--- src/rtl/alu_op_sequencer.sv ---
// alu_op_sequencer
// Multi-cycle controller that runs one R-type instruction at a time through a
// shared ALU: accept -> READ (register-file address) -> EXEC (ALU operands,
// result captured) -> WB (write rd, pulse done). Unsupported encodings take a
// short ERR detour that pulses illegal and writes nothing.
//
// Ports:
//   clk, rst                      clock (rising edge), async active-high reset
//   instr_valid/instr_ready/instr instruction handshake (ready only in IDLE)
//   rf_raddr1/2, rf_rdata1/2      register-file read ports (data one cycle late)
//   alu_rs_data/alu_rt_data       ALU operands
//   alu_funct/alu_shamt           ALU operation select and shift amount
//   alu_result                    ALU combinational result
//   rf_we/rf_waddr/rf_wdata       register-file write port
//   done/illegal                  one-cycle retire / reject pulses
//   busy                          high in any state other than IDLE
//   retired_count                 retired-instruction counter, wraps
module alu_op_sequencer #(
    parameter int CNT_W = 16
) (
    input  logic             clk,
    input  logic             rst,
    input  logic             instr_valid,
    output logic             instr_ready,
    input  logic [31:0]      instr,
    output logic [4:0]       rf_raddr1,
    output logic [4:0]       rf_raddr2,
    input  logic [31:0]      rf_rdata1,
    input  logic [31:0]      rf_rdata2,
    output logic [31:0]      alu_rs_data,
    output logic [31:0]      alu_rt_data,
    output logic [5:0]       alu_funct,
    output logic [4:0]       alu_shamt,
    input  logic [31:0]      alu_result,
    output logic             rf_we,
    output logic [4:0]       rf_waddr,
    output logic [31:0]      rf_wdata,
    output logic             done,
    output logic             illegal,
    output logic             busy,
    output logic [CNT_W-1:0] retired_count
);

    localparam logic [5:0] FN_ADDU = 6'b001001;
    localparam logic [5:0] FN_SUBU = 6'b001010;
    localparam logic [5:0] FN_SLL  = 6'b100001;
    localparam logic [5:0] FN_SLLV = 6'b110101;

    typedef enum logic [2:0] {
        S_IDLE,
        S_READ,
        S_EXEC,
        S_WB,
        S_ERR
    } state_t;

    state_t state_q, state_d;

    // Latched fields of the accepted instruction
    logic [4:0]       rd_q, rd_d;
    logic [4:0]       lat_shamt_q, lat_shamt_d;
    logic [5:0]       lat_funct_q, lat_funct_d;

    // Output-holding registers
    logic [4:0]       raddr1_q, raddr1_d;
    logic [4:0]       raddr2_q, raddr2_d;
    logic [5:0]       funct_q, funct_d;
    logic [4:0]       shamt_q, shamt_d;
    logic [31:0]      alu_a_q, alu_a_d;
    logic [31:0]      alu_b_q, alu_b_d;
    logic [4:0]       waddr_q, waddr_d;
    logic [31:0]      wdata_q, wdata_d;   // doubles as the ALU result register
    logic [CNT_W-1:0] cnt_q, cnt_d;

    logic accept;
    logic legal;

    assign accept = instr_valid && (state_q == S_IDLE);

    always_comb begin
        legal = 1'b0;
        if (instr[31:26] == 6'd0) begin
            case (instr[5:0])
                FN_ADDU, FN_SUBU, FN_SLL, FN_SLLV: legal = 1'b1;
                default:                          legal = 1'b0;
            endcase
        end
    end

    // State and datapath registers
    always_ff @(posedge clk or posedge rst) begin
        if (rst) begin
            state_q     <= S_IDLE;
            rd_q        <= '0;
            lat_shamt_q <= '0;
            lat_funct_q <= '0;
            raddr1_q    <= '0;
            raddr2_q    <= '0;
            funct_q     <= '0;
            shamt_q     <= '0;
            alu_a_q     <= '0;
            alu_b_q     <= '0;
            waddr_q     <= '0;
            wdata_q     <= '0;
            cnt_q       <= '0;
        end else begin
            state_q     <= state_d;
            rd_q        <= rd_d;
            lat_shamt_q <= lat_shamt_d;
            lat_funct_q <= lat_funct_d;
            raddr1_q    <= raddr1_d;
            raddr2_q    <= raddr2_d;
            funct_q     <= funct_d;
            shamt_q     <= shamt_d;
            alu_a_q     <= alu_a_d;
            alu_b_q     <= alu_b_d;
            waddr_q     <= waddr_d;
            wdata_q     <= wdata_d;
            cnt_q       <= cnt_d;
        end
    end

    // Next-state logic
    always_comb begin
        state_d = state_q;
        case (state_q)
            S_IDLE:  if (accept) state_d = legal ? S_READ : S_ERR;
            S_READ:  state_d = S_EXEC;
            S_EXEC:  state_d = S_WB;
            S_WB:    state_d = S_IDLE;
            S_ERR:   state_d = S_IDLE;
            default: state_d = S_IDLE;
        endcase
    end

    // Datapath next values; everything holds unless its stage is active
    always_comb begin
        rd_d        = rd_q;
        lat_shamt_d = lat_shamt_q;
        lat_funct_d = lat_funct_q;
        raddr1_d    = raddr1_q;
        raddr2_d    = raddr2_q;
        funct_d     = funct_q;
        shamt_d     = shamt_q;
        alu_a_d     = alu_a_q;
        alu_b_d     = alu_b_q;
        waddr_d     = waddr_q;
        wdata_d     = wdata_q;
        cnt_d       = cnt_q;
        case (state_q)
            S_IDLE: begin
                // Read addresses are loaded at acceptance so they are already
                // on the port throughout READ; rejected encodings leave them.
                if (accept && legal) begin
                    raddr1_d    = instr[25:21];
                    raddr2_d    = instr[20:16];
                    rd_d        = instr[15:11];
                    lat_shamt_d = instr[10:6];
                    lat_funct_d = instr[5:0];
                end
            end
            S_READ: begin
                funct_d = lat_funct_q;
                shamt_d = lat_shamt_q;
            end
            S_EXEC: begin
                alu_a_d = rf_rdata1;
                alu_b_d = rf_rdata2;
                waddr_d = rd_q;
                wdata_d = alu_result;
                // Counter is updated entering WB so it reads back together
                // with done; a reset in EXEC therefore never counts.
                cnt_d   = cnt_q + CNT_W'(1);
            end
            default: ;
        endcase
    end

    // Outputs
    always_comb begin
        instr_ready = (state_q == S_IDLE);
        busy        = (state_q != S_IDLE);
        done        = (state_q == S_WB);
        illegal     = (state_q == S_ERR);
        rf_we       = (state_q == S_WB) && (waddr_q != 5'd0);
        // Operands come straight from the register file during EXEC and hold
        // the captured copy afterwards.
        alu_rs_data = (state_q == S_EXEC) ? rf_rdata1 : alu_a_q;
        alu_rt_data = (state_q == S_EXEC) ? rf_rdata2 : alu_b_q;
    end

    assign rf_raddr1     = raddr1_q;
    assign rf_raddr2     = raddr2_q;
    assign alu_funct     = funct_q;
    assign alu_shamt     = shamt_q;
    assign rf_waddr      = waddr_q;
    assign rf_wdata      = wdata_q;
    assign retired_count = cnt_q;

endmodule

--- config.mk ---
export PLATFORM = sky130hd
export DESIGN_NAME = alu_op_sequencer
export DESIGN_NICKNAME = d
export VERILOG_FILES = /design/src/rtl/alu_op_sequencer.sv
export SDC_FILE = /design/constraint.sdc
export NUM_CORES = 1
export LEC_CHECK = 0
export ABC_AREA = 1
export BUFFER_PORTS_ARGS = -buffer_cell sky130_fd_sc_hd__clkbuf_2
export CAP_MARGIN = 0
export CORE_ASPECT_RATIO = 1.2
export CORE_MARGIN = 3
export CORE_UTILIZATION = 51
export DETAILED_ROUTE_END_ITERATION = 8
export GPL_TIMING_DRIVEN = 0
export PLACE_DENSITY = 0.86
export SLEW_MARGIN = 20
export SYNTH_ARGS = -nofsm -noshare
export SYNTH_HDL_FRONTEND = slang
export SYNTH_SLANG_ARGS = --single-unit
--- constraint.sdc ---
create_clock -name clk -period 11.2 [get_ports clk]
set_input_delay 1.68 -clock clk [delete_from_list [all_inputs] [get_ports clk]]
set_output_delay 1.68 -clock clk [all_outputs]
set_load 0.01 [all_outputs]
==> results.md, run 1 <==
- Status: complete, no violations
- H-tree Lvls: 4
- Critical path arrival: 2.15 ns
- P&R area growth vs syn: 35.4%
- Synth area leaders: dfrtp_1 (63%), nand2_1 (24%), nand3_1 (2.6%), mux2_2 (2.0%), buf_2 (1.6%)
- CTS Buffer Depth: 2
- Non-Filler Instances: roughly 1.2k
- Kind of critical path: reg -> out
- Synth Cell Area: 0.00627 mm2
- Crit-path cells: nand3_4 -> buf_2 -> clkbuf_1 -> nand2_1 -> nand2_1 -> clkbuf_2
- Ports: 274
- Post-CTS Repair Setup Buffers: 0
- Routed len/inst: 15.0 um
- Seq/Total Area, Yosys: between 60% and 70%
- Worst Setup End Kind: output port
- First-pass GRT wire length: 27600 um
- Layout Nets: 1120
- PwrDens: 267 mW/mm2
- Post-Synthesis Cells: between 600 and 700
- CORE AREA: approximately 0.012 mm2
- CP max FO: 10
- Worst min-delay path startpoint: lat_funct_q[4]
- Crit path from: state_q[1]
- Fill count: 887
- ANT cells: 0
- Setup TNS: 0 ns
- Worst-Margin Slew: 0.598 ns
- Period Utilization, post-route: between 30% and 40%
- Via density: 4.86
- Post-DRT Antenna Nets: 0
- Critical Path End: alu_rt_data[11]
- Dpl cells: around 1.1k
- GRT Total Usage: 26.1%
- Pleak: 0.00502 uW
- CTS tree: built
- Max-cap violation count: 0
- Asr flop ratio synth: 100%
- R2R Path End: alu_b_q[11]
- Die height: 128 um
- Vias in the first global route: between 5k and 6k
- Area of the die: approximately 0.014 mm2
- Area leader, netlist: dfrtp_1
- CTS Buf Count: 17
- Peak VDD IR: 0.116 mV
- Initial DRC count: ~270
- R2r startpoint: state_q[1]
- Routed wire length: ~17000 um
- Max Slew Vio Count: 0
- Final GP Congestion: around 0.88
- Final Hold Viols: 0
- Main synth FF type: dfrtp_1
- Top cell type's share of synthesized area: between 60% and 70%
- Die Width: 107 um
- Hpwl dp: 12900 um
- Initial Util: 53.3%
- Syn_nets: 827
- Yosys reg bits: 157
- FP Rows: 43
- Worst path slowest cell: dfrtp_1
- Clock Latency Late Sink: 0.42 ns
- Port Buffers: about 270
- CTS sink cnt: 157
- CP dominant cell by count: nand2_1
- Final setup vio count: 0
- Slew Limit Headroom: 60.1%
- Kind of start point of the critical path: flip-flop
- DRC viols: 0
- Final Skew: between 0.01 and 0.015 ns
- Post-synth EDFFs: 0
- R2R depth: 5
- Mean post-synth cell area: roughly 9.0 um2
- DRT Pass-1 Iters: 5
- GRT overflow: 0
- Unrepaired setup endpoints after global routing: no
- Routed vias: 5626
- Final core utilization: 72.1%
- Max Clk Rate: 261 MHz
- Clock Root Buffer: clkbuf_16
- Synth cell types: 27
- Number of antenna violations at the first check in global routing: 0
- Share of layout cells above drive strength 1: 35.4%
- Clock Pin Slew Worst Setup and Hold Paths: 0.06 ns
- PostCTS Resize Cnt: 0
- Worst path required time: around 9.5 ns
- Hold_buf cts: 0
- Synth warnings: 0
- Crit-path max cell delay: between 0.4 and 0.5 ns
- Largest net degree at the start of global routing: 84
- Hold Path Class: reg -> reg
- R2R Setup Slk: 9.55 ns
- Min Tclk post-route: 3.83 ns
-- registers in the layout (all words and copies together) (netlist names) --
| signal | flops |
|---|---|
| alu_funct | 6 |
| lat_shamt_q | 5 |
| alu_shamt | 5 |
| alu_b_q | 32 |
| rf_waddr | 5 |
| alu_a_q | 32 |
| rf_raddr2 | 5 |
| state_q | 3 |
| rd_q | 5 |
| lat_funct_q | 6 |
| retired_count | 16 |
| rf_raddr1 | 5 |
| rf_wdata | 32 |
-- placed cells by master, fill, tap and decap left out, drive strengths merged, types with 2 or more instances in the layout --
master and instances:
inv 30, clkbuf 297, buf 24, clkinv 2
mux2 11, bufinv 3, nand3 34, nand4 3
dfrtp 157, xor2 8, nor3 5, xnor2 4
nand2 394, nor2 19, o21ai 4
-- worst max-delay path: cells and delay by family (launching register included) --
family	cells	cell delay, ns
DFF	1	0.45
and+or+nand+nor	3	0.45
buffers and inverters	3	0.84
-- routing by layer --
| metal | vias up | track usage (%) | share of wire, % |
|---|---|---|---|
| met4 | 0 | 11.8 | 3.5 |
| met3 | 51 | 7.73 | 8.7 |
| met5 | - | 0 | 0 |
| met2 | 254 | 45.6 | 52 |
| li1 | 2729 | - | - |
| met1 | 2592 | 29.5 | 36 |
-- cell families (layout without fill, tap and decap cells) --
family / after synthesis / in the layout / share of synthesized area (%)
compound gates: 5 / 5 / 0.459
xor+xnor: 12 / 12 / 1.67
fa+ha+maj: 1 / 1 / 0.199
buf+inv: 51 / 357 / 3.75
flops: 157 / 157 / 62.6
mux: 11 / 11 / 1.97
simple gates: 458 / 458 / 29.3
-- where the power goes --
group | switching (uW) | internal (uW)
registers | 80.0 | 761
logic | 522 | 301
clock network | 244 | 358
total | 846 | 1420
-- area by class of cell --
type	count	area (um2)	share of cell area, %
Buffer	30	156	1.84
Clock buffer	17	425	5.01
Clock inverter	15	195	2.30
Inverter	21	86.3	1.02
Multi-Input combinational cell	487	2110	24.9
Sequential cell	157	3930	46.3
Tap cell	157	196	2.31
Timing Repair Buffer	274	1390	16.4
-- worst min-delay path by stage --
stage,to,depth (start not counted)
after floorplan,lat_funct_q[0],2
final,lat_funct_q[4],2
after global routing,alu_a_q[2],2
after detailed placement,lat_funct_q[5],2
after global placement,lat_shamt_q[4],2
after CTS,lat_funct_q[0],2
-- stage by stage --
step                      hold WS [ns]  worst slack, ns  area (um2)  power [uW]
after floorplan                  0.438             5.29        6270        1290
after global placement           0.449             3.80        7840        1640
after detailed placement         0.455             7.46        7870        1670
after CTS                        0.472             7.33        8490        2290
after global routing             0.485             7.16        8490        2410
final                            0.470             7.37        8490        2270
-- cells in the mapped netlist, types with 3 or more instances --
| cell type | n |
|---|---|
| buf_2 | 20 |
| mux2_2 | 11 |
| nand2_1 | 394 |
| dfrtp_1 | 157 |
| o21ai_0 | 4 |
| nor3_1 | 4 |
| xnor2_1 | 4 |
| nor2_4 | 3 |
| inv_1 | 18 |
| clkbuf_1 | 7 |
| inv_2 | 3 |
| nor2_1 | 14 |
| xor2_1 | 8 |
| nand3_1 | 32 |
No activity file was read; power rests on OpenSTA's default activity.
==> run 2: changes to the inputs <==
Settings changed: ABC_AREA 1 to 0, CORE_UTILIZATION 51 to 42, PLACE_DENSITY 0.86 to 0.76.
Clock period 11.2 ns to 3.09 ns, I/O delays scaled along.
==> run 2 against run 1 <==
Sequential power rose to 3.6 times the previous value. Cell count fell by 7.5%. Clock-buffer cell count rose by 3. Worst setup slack got worse by 7.0 ns. Worst hold slack got worse by 0.33 ns. Sequential share of layout area rose by 0.57 points. First-iteration DRC count fell by 12%. Sequential cell count did not move. Largest cell class unchanged.
==> results.md, run 2 <==
- Critical path arrival: 2.30 ns (+0.15 ns)
- Clock Latency Late Sink: 0.42 ns (about the same)
- Synth warnings: 0 (unchanged)
- Hpwl dp: 11600 um (-10%)
- Peak VDD IR: 0.361 mV (+210%)
- CTS tree: built
- Kind of start point of the critical path: flip-flop
- Synth area leaders: dfrtp_1 (64%), nand2_1 (19%), mux2_2 (7.0%), xnor2_1 (2.0%), clkbuf_1 (0.86%)
- CORE AREA: 0.0140 mm2 (+19%)
- FP Rows: 47 (+9.3%)
- DRC viols: 0 (unchanged)
- Clock Pin Slew Worst Setup and Hold Paths: 0.06 ns (about the same)
- Post-Synthesis Cells: 593 (-15%)
- GRT Total Usage: 18.7% (-7.5 points)
- CTS sink cnt: 157 (unchanged)
- Dpl cells: 1041 (-7.5%)
- Pleak: 0.00474 uW (-5.5%)
- Port Buffers: 273 (unchanged)
- Hold_buf cts: 0 (unchanged)
- Synth Area in Adders: 0.205% (+0.0058 points)
- Final setup vio count: 0 (unchanged)
- R2R Setup Slk: 1.09 ns (-8.46 ns)
- Number of antenna violations at the first check in global routing: 0 (unchanged)
- First-pass GRT wire length: 23400 um (-15%)
- Die Width: 116 um (+8.1%)
- Initial DRC count: 238 (-12%)
- Synth Area in Compound Gates: 0.821% (+0.36 points)
- Synth cell count leaders: nand2_1 (312), dfrtp_1 (157), mux2_2 (38), clkbuf_1 (14), xnor2_1 (14)
- Via density: 4.70 (-3.2%)
- Final GP Congestion: 0.824 (-6.8%)
- Psw: 2610 uW (+210%)
- XOR/XNOR share of the synthesized area: 2.30% (+0.62 points)
- Worst path required time: 2.63 ns (-6.89 ns)
- Post-synth EDFFs: 0 (unchanged)
- Max Slew Vio Count: 0 (unchanged)
- Synth Area in Simple Gates: 23.0% (-6.3 points)
- DRT Pass-1 Iters: 4 (-1)
- Mux share of post-synthesis cell area: 7.02% (+5.0 points)
- Clock Root Buffer: clkbuf_16
- Max Clk Rate: approximately 360 MHz
- Die height: 138 um (+8.2%)
- Most common cell after layout, fill and taps aside: nand2_1
- Syn_nets: 725 (-12%)
- Max-cap violation count: 0 (unchanged)
- Layout Nets: 1019 (-9.0%)
- Status: complete, no violations
- Seq/Total Area, Yosys: 64.4% (+1.8 points)
- Sequential share of power: 39.4% (+2.3 points)
- Min Tclk post-route: between 2 and 3 ns
- Routed wire length: 15200 um (-13%)
- Unrepaired setup endpoints after global routing: no
- Yosys reg bits: 157 (unchanged)
- Ports: 274 (unchanged)
- Routed len/inst: 14.2 um (-5.5%)
- GRT overflow: 0 (unchanged)
- CP max FO: 10 (unchanged)
- WHS: 0.142 ns (-0.328 ns)
- PwrDens: 915 mW/mm2 (+240%)
- Asr flop ratio synth: 100% (unchanged)
- Int Pwr: 5070 uW (+260%)
- Non-Filler Instances: 1071 (-7.5%)
- CTS Buffer Depth: 2 (unchanged)
- Vias in the first global route: 4809 (-13%)
- Post-DRT Antenna Nets: 0 (unchanged)
- Worst-Margin Slew: 0.748 ns (+0.150 ns)
- H-tree Lvls: 4 (unchanged)
- Routed vias: 5037 (-10%)
- Worst Setup End Kind: output port
- Switching share of power: 34.0% (-3.3 points)
- Largest net degree at the start of global routing: 35 (-58%)
- CTS Buf Count: 17 (unchanged)
- Largest family of logic cells by synthesized area: simple AND/OR/NAND/NOR gates
- Slew Limit Headroom: 48.8% (-11 points)
- Comb pwr share: 31.7% (-4.6 points)
- Area leader, netlist: dfrtp_1
- Period Utilization, post-route: between 80% and 90%
- Top cell type's share of synthesized area: 64.4% (+1.8 points)
- Final Hold Viols: 0 (unchanged)
- Commonest cells after routing, fill and taps aside: nand2_1 (312), clkbuf_2 (276), dfrtp_1 (157), mux2_2 (38), clkbuf_16 (17)
- Kind of critical path: reg -> out
- P&R area growth vs syn: 37.6%
- Main synth FF type: dfrtp_1
- Cell with the most instances after synthesis: nand2_1
- Clock group share of total power: 28.9% (+2.3 points)
- Synth Cell Area: 0.00610 mm2 (-2.8%)
- Final Skew: 0.00918 ns (-0.00210 ns)
- ANT cells: 0 (unchanged)
- Synth cell types: 31 (+15%)
- Share of layout cells above drive strength 1: 40.6% (+5.2 points)
- Hold Path Class: in -> async
- Area of the die: 0.0160 mm2 (+17%)
- Initial Util: 43.6% (-9.7 points)
- Mean post-synth cell area: 10.3 um2 (+14%)
-- run 2: changes by cell type in the layout (fill, tap and decap cells not counted), sizes merged, moves of 10 or more --
cell    previous run  this run
xnor2              4        14
mux2              11        38
clkbuf           297       308
buf               24        14
nand2            394       312
nor2              19         4
nand3             34         4
inv               30         4
-- run 2: area by class of cell --
cell class | count | area [um2]
plain buffers | 25 | 121
flip-flops and latches | 157 | 3930
fillers | 1210 | 5610
inverters | 3 | 15.0
well taps | 171 | 214
multi-input cells | 406 | 2030
clock buffers | 20 | 447
clock inverters | 12 | 185
repair buffers | 277 | 1450
-- run 2: final timing paths --
path	start	to	depth (start not counted)
hold reg to reg	alu_a_q[31]	alu_a_q[31]	2
min in group clk	alu_result[24]	rf_wdata[24]	3
setup / recovery	state_q[0]	alu_rt_data[1]	7
hold / removal	rst	alu_b_q[14]	2
max in group asynchronous	rst	alu_a_q[31]	4
setup reg to reg	state_q[0]	lat_shamt_q[0]	5
-- run 2: metrics by stage --
step | worst slack [ns] | area, um2 | util (%) | total power, uW | TNS, ns
after floorplan | 0.640 | 6100 | - | 4340 | 0
after global placement | -0.313 | 7680 | 54.9 | 5440 | -46.51
after detailed placement | 0.389 | 7760 | 55.5 | 5530 | 0
after CTS | 0.126 | 8390 | 59.9 | 7780 | 0
after global routing | 0.0766 | 8390 | 59.9 | 8200 | 0
final | 0.327 | 8390 | 59.9 | 7680 | 0
-- run 2: cells by family after synthesis --
group,Yosys count
buf+inv,30
simple gates,345
fa+ha+maj,1
flops,157
xor+xnor,16
mux,38
compound gates,6
-- run 2: per-layer routing --
metal	up-vias	track usage (%)	wire length, um
met1	2380	22.3	6010
met3	21	6.33	993
met4	0	6.38	272
met5	-	0	0
met2	162	31.6	7920
li1	2474	-	-
-- run 2: timing repair --
item,CTS,global route
gates resized for setup,1,3
buffers inserted,0,0
setup endpoints to repair,40,18
cloned,0,0
-- run 2: power by group through the flow --
| stage | clock, uW | combinational, uW | sequential, uW |
|---|---|---|---|
| 6_report | 2220 | 2440 | 3020 |
| 5_1_grt | 2360 | 2740 | 3100 |
| 4_1_cts | 2260 | 2490 | 3030 |
| 3_5_place_dp | 0 | 2470 | 3060 |
| 3_3_place_gp | 0 | 2410 | 3020 |
| 2_1_floorplan | 0 | 1210 | 3120 |
-- run 2: critical path: stages, from the launching register on --
cell,delay (ns)
dfrtp_1,0.43
nor2_1,0.16
and2_1,0.37
buf_2,0.33
clkbuf_2,0.27
nand2_1,0.08
nand2_1,0.09
clkbuf_2,0.14
==> run 3: changes to the inputs <==
Settings changed: ABC_AREA 0 to 1, CORE_UTILIZATION 42 to 43, PLACE_DENSITY 0.76 to 0.77.
==> run 3 against run 2 <==
Non-clock buffer count rose by 5. Utilization grew 0.33 points. Clock power is 14% lower. Fmax grew 5.5%. Via count is 11% higher. Sequential cell count did not move. Register-to-register slack improved by 0.33 ns. Cell count increased by 9.4%. Clock-buffer cell count up 3. Sequential power about the same. Critical path type unchanged. Largest cell class unchanged.
==> results.md, run 3 (same netlist as run 1, synthesis figures left out) <==
- GRT Total Usage: 21.4% (+2.8 points)
- Max-cap violation count: 0 (unchanged)
- CORE AREA: 0.0141 mm2 (+0.42%)
- PostCTS Resize Cnt: 0 (-1)
- Number of antenna violations at the first check in global routing: 0 (unchanged)
- Clock Pin Slew Worst Setup and Hold Paths: 0.06 ns (about the same)
- H-tree Lvls: 4 (unchanged)
- Non-Filler Instances: 1172 (+9.4%)
- ANT cells: 0 (unchanged)
- Clock Root Buffer: clkbuf_16
- Max Clk Rate: 382 MHz (+5.5%)
- DRT Pass-1 Iters: 4 (unchanged)
- Post-DRT Antenna Nets: 0 (unchanged)
- R2r startpoint: state_q[1]
- Worst-Margin Slew: 0.648 ns (-0.0999 ns)
- Critical path arrival: 2.16 ns (-0.14 ns)
- Worst path required time: 2.63 ns (about the same)
- Peak VDD IR: 0.472 mV (+31%)
- Final GP Congestion: 0.860 (+4.3%)
- GRT overflow: 0 (unchanged)
- Commonest cells after routing, fill and taps aside: nand2_1 (394), clkbuf_2 (273), dfrtp_1 (157), nand3_1 (32), buf_2 (20)
- Initial Util: 44.6% (+1.1 points)
- R2R Setup Slk: 1.42 ns (+0.33 ns)
- Initial DRC count: 301 (+26%)
- P&R area growth vs syn: 35.0%
- Ports: 274 (unchanged)
- Final setup margin: 0.471 ns (+0.144 ns)
- Routed wire length: 16900 um (+11%)
- PwrDens: 932 mW/mm2 (+1.8%)
- Area of the die: 0.0161 mm2 (+0.50%)
- Die Width: 116 um (+0.25%)
- Min Tclk post-route: 2.62 ns (-0.144 ns)
- Routed len/inst: 14.4 um (+1.9%)
- Slew Limit Headroom: 56.7% (+7.9 points)
- CTS sink cnt: 157 (unchanged)
- Period Utilization, post-route: 84.7% (-4.7 points)
- Vias in the first global route: 5500 (+14%)
- DRC viols: 0 (unchanged)
- CP max FO: 10 (unchanged)
- Most common cell after layout, fill and taps aside: nand2_1
- Hold_buf cts: 0 (unchanged)
- R2R depth: 5 (unchanged)
- Fill count: 1260 (+4.1%)
- Port Buffers: 273 (unchanged)
- Max Slew Vio Count: 0 (unchanged)
- Finished Cell Area: 0.00847 mm2 (+0.97%)
- Dpl cells: 1143 (+9.8%)
- Die height: 138 um (+0.25%)
- Share of layout cells above drive strength 1: 35.0% (-5.6 points)
- CTS Buffer Depth: 2 (unchanged)
- Largest net degree at the start of global routing: 36 (+2.9%)
- CTS tree: built
- Final Skew: 0.0133 ns (+0.00410 ns)
- Hpwl dp: 13000 um (+12%)
- FP Rows: 47 (unchanged)
- First-pass GRT wire length: 27100 um (+16%)
- Placed inst area: 0.00794 mm2 (+2.3%)
- Final Hold Viols: 0 (unchanged)
- Routed vias: 5577 (+11%)
- Pleak: 0.00499 uW (+5.3%)
- Worst slack, placed: 0.869 ns (+0.480 ns)
- Hold Path Class: in -> async
- Post-CTS Repair Setup Buffers: 0 (unchanged)
- R2R Path End: alu_b_q[6]
- Kind of start point of the critical path: flip-flop
- Kind of critical path: reg -> out
- Clock Latency Late Sink: 0.41 ns (about the same)
- CTS Buf Count: 17 (unchanged)
- Final core utilization: 60.3% (+0.33 points)
- Layout Nets: 1123 (+10%)
- Worst Setup End Kind: output port
- Unrepaired setup endpoints after global routing: no
- Status: complete, no violations
- Final setup vio count: 0 (unchanged)
- Via density: 4.76 (+1.2%)
## run 3: report_power, final
part	switching [uW]	internal, uW	total [uW]	leakage [uW]
registers	280	2760	3040	0.00199
clock network	765	1140	1900	0.000259
logic	1860	1100	2950	0.00274
total	2900	5000	7900	0.00499
## run 3: metal layers
layer	up-vias	part of all wire, %	wire (um)	GRT usage [%]
met5	-	0	0	0
met4	0	2.4	406	9.10
met3	36	6.6	1120	4.90
met2	205	52	8830	37.1
met1	2590	39	6570	25.2
li1	2746	-	-	-
## run 3: final cells by class
type / count / area (um2) / area share, %
Sequential cell: 157 / 3930 / 46.4
Timing Repair Buffer: 277 / 1450 / 17.1
Inverter: 21 / 82.6 / 0.975
Multi-Input combinational cell: 487 / 2110 / 24.9
Clock buffer: 23 / 468 / 5.52
Clock inverter: 6 / 65.1 / 0.768
Buffer: 30 / 156 / 1.85
Tap cell: 171 / 214 / 2.53
## run 3: how the worst max path moves through the flow
stage | startpoint | endpoint | slack [ns] | depth (start not counted)
final | state_q[1] | alu_rt_data[6] | 0.47 | 6
after CTS | state_q[1] | alu_rt_data[6] | 0.40 | 6
after global routing | state_q[1] | alu_rt_data[6] | 0.22 | 6
after detailed placement | state_q[1] | alu_rt_data[6] | 0.87 | 6
after floorplan | rst | alu_a_q[0] | 0.64 | 1
after global placement | rst | alu_a_q[22] | -0.27 | 2
## run 3: through the flow
stage / TNS, ns / hold WS, ns / total power (uW)
after detailed placement: 0 / 0.457 / 6060
after global placement: -40.01 / 0.450 / 5960
after global routing: 0 / 0.174 / 8450
final: 0 / 0.117 / 7900
after floorplan: 0 / 0.438 / 4670
after CTS: 0 / 0.119 / 8000
## run 3: critical path, stage by stage (launching register included)
cell and delay (ns):
dfrtp_1 0.45, nand3_4 0.22, buf_2 0.32, clkbuf_1 0.39
nand2_1 0.09, nand2_1 0.12, clkbuf_2 0.15
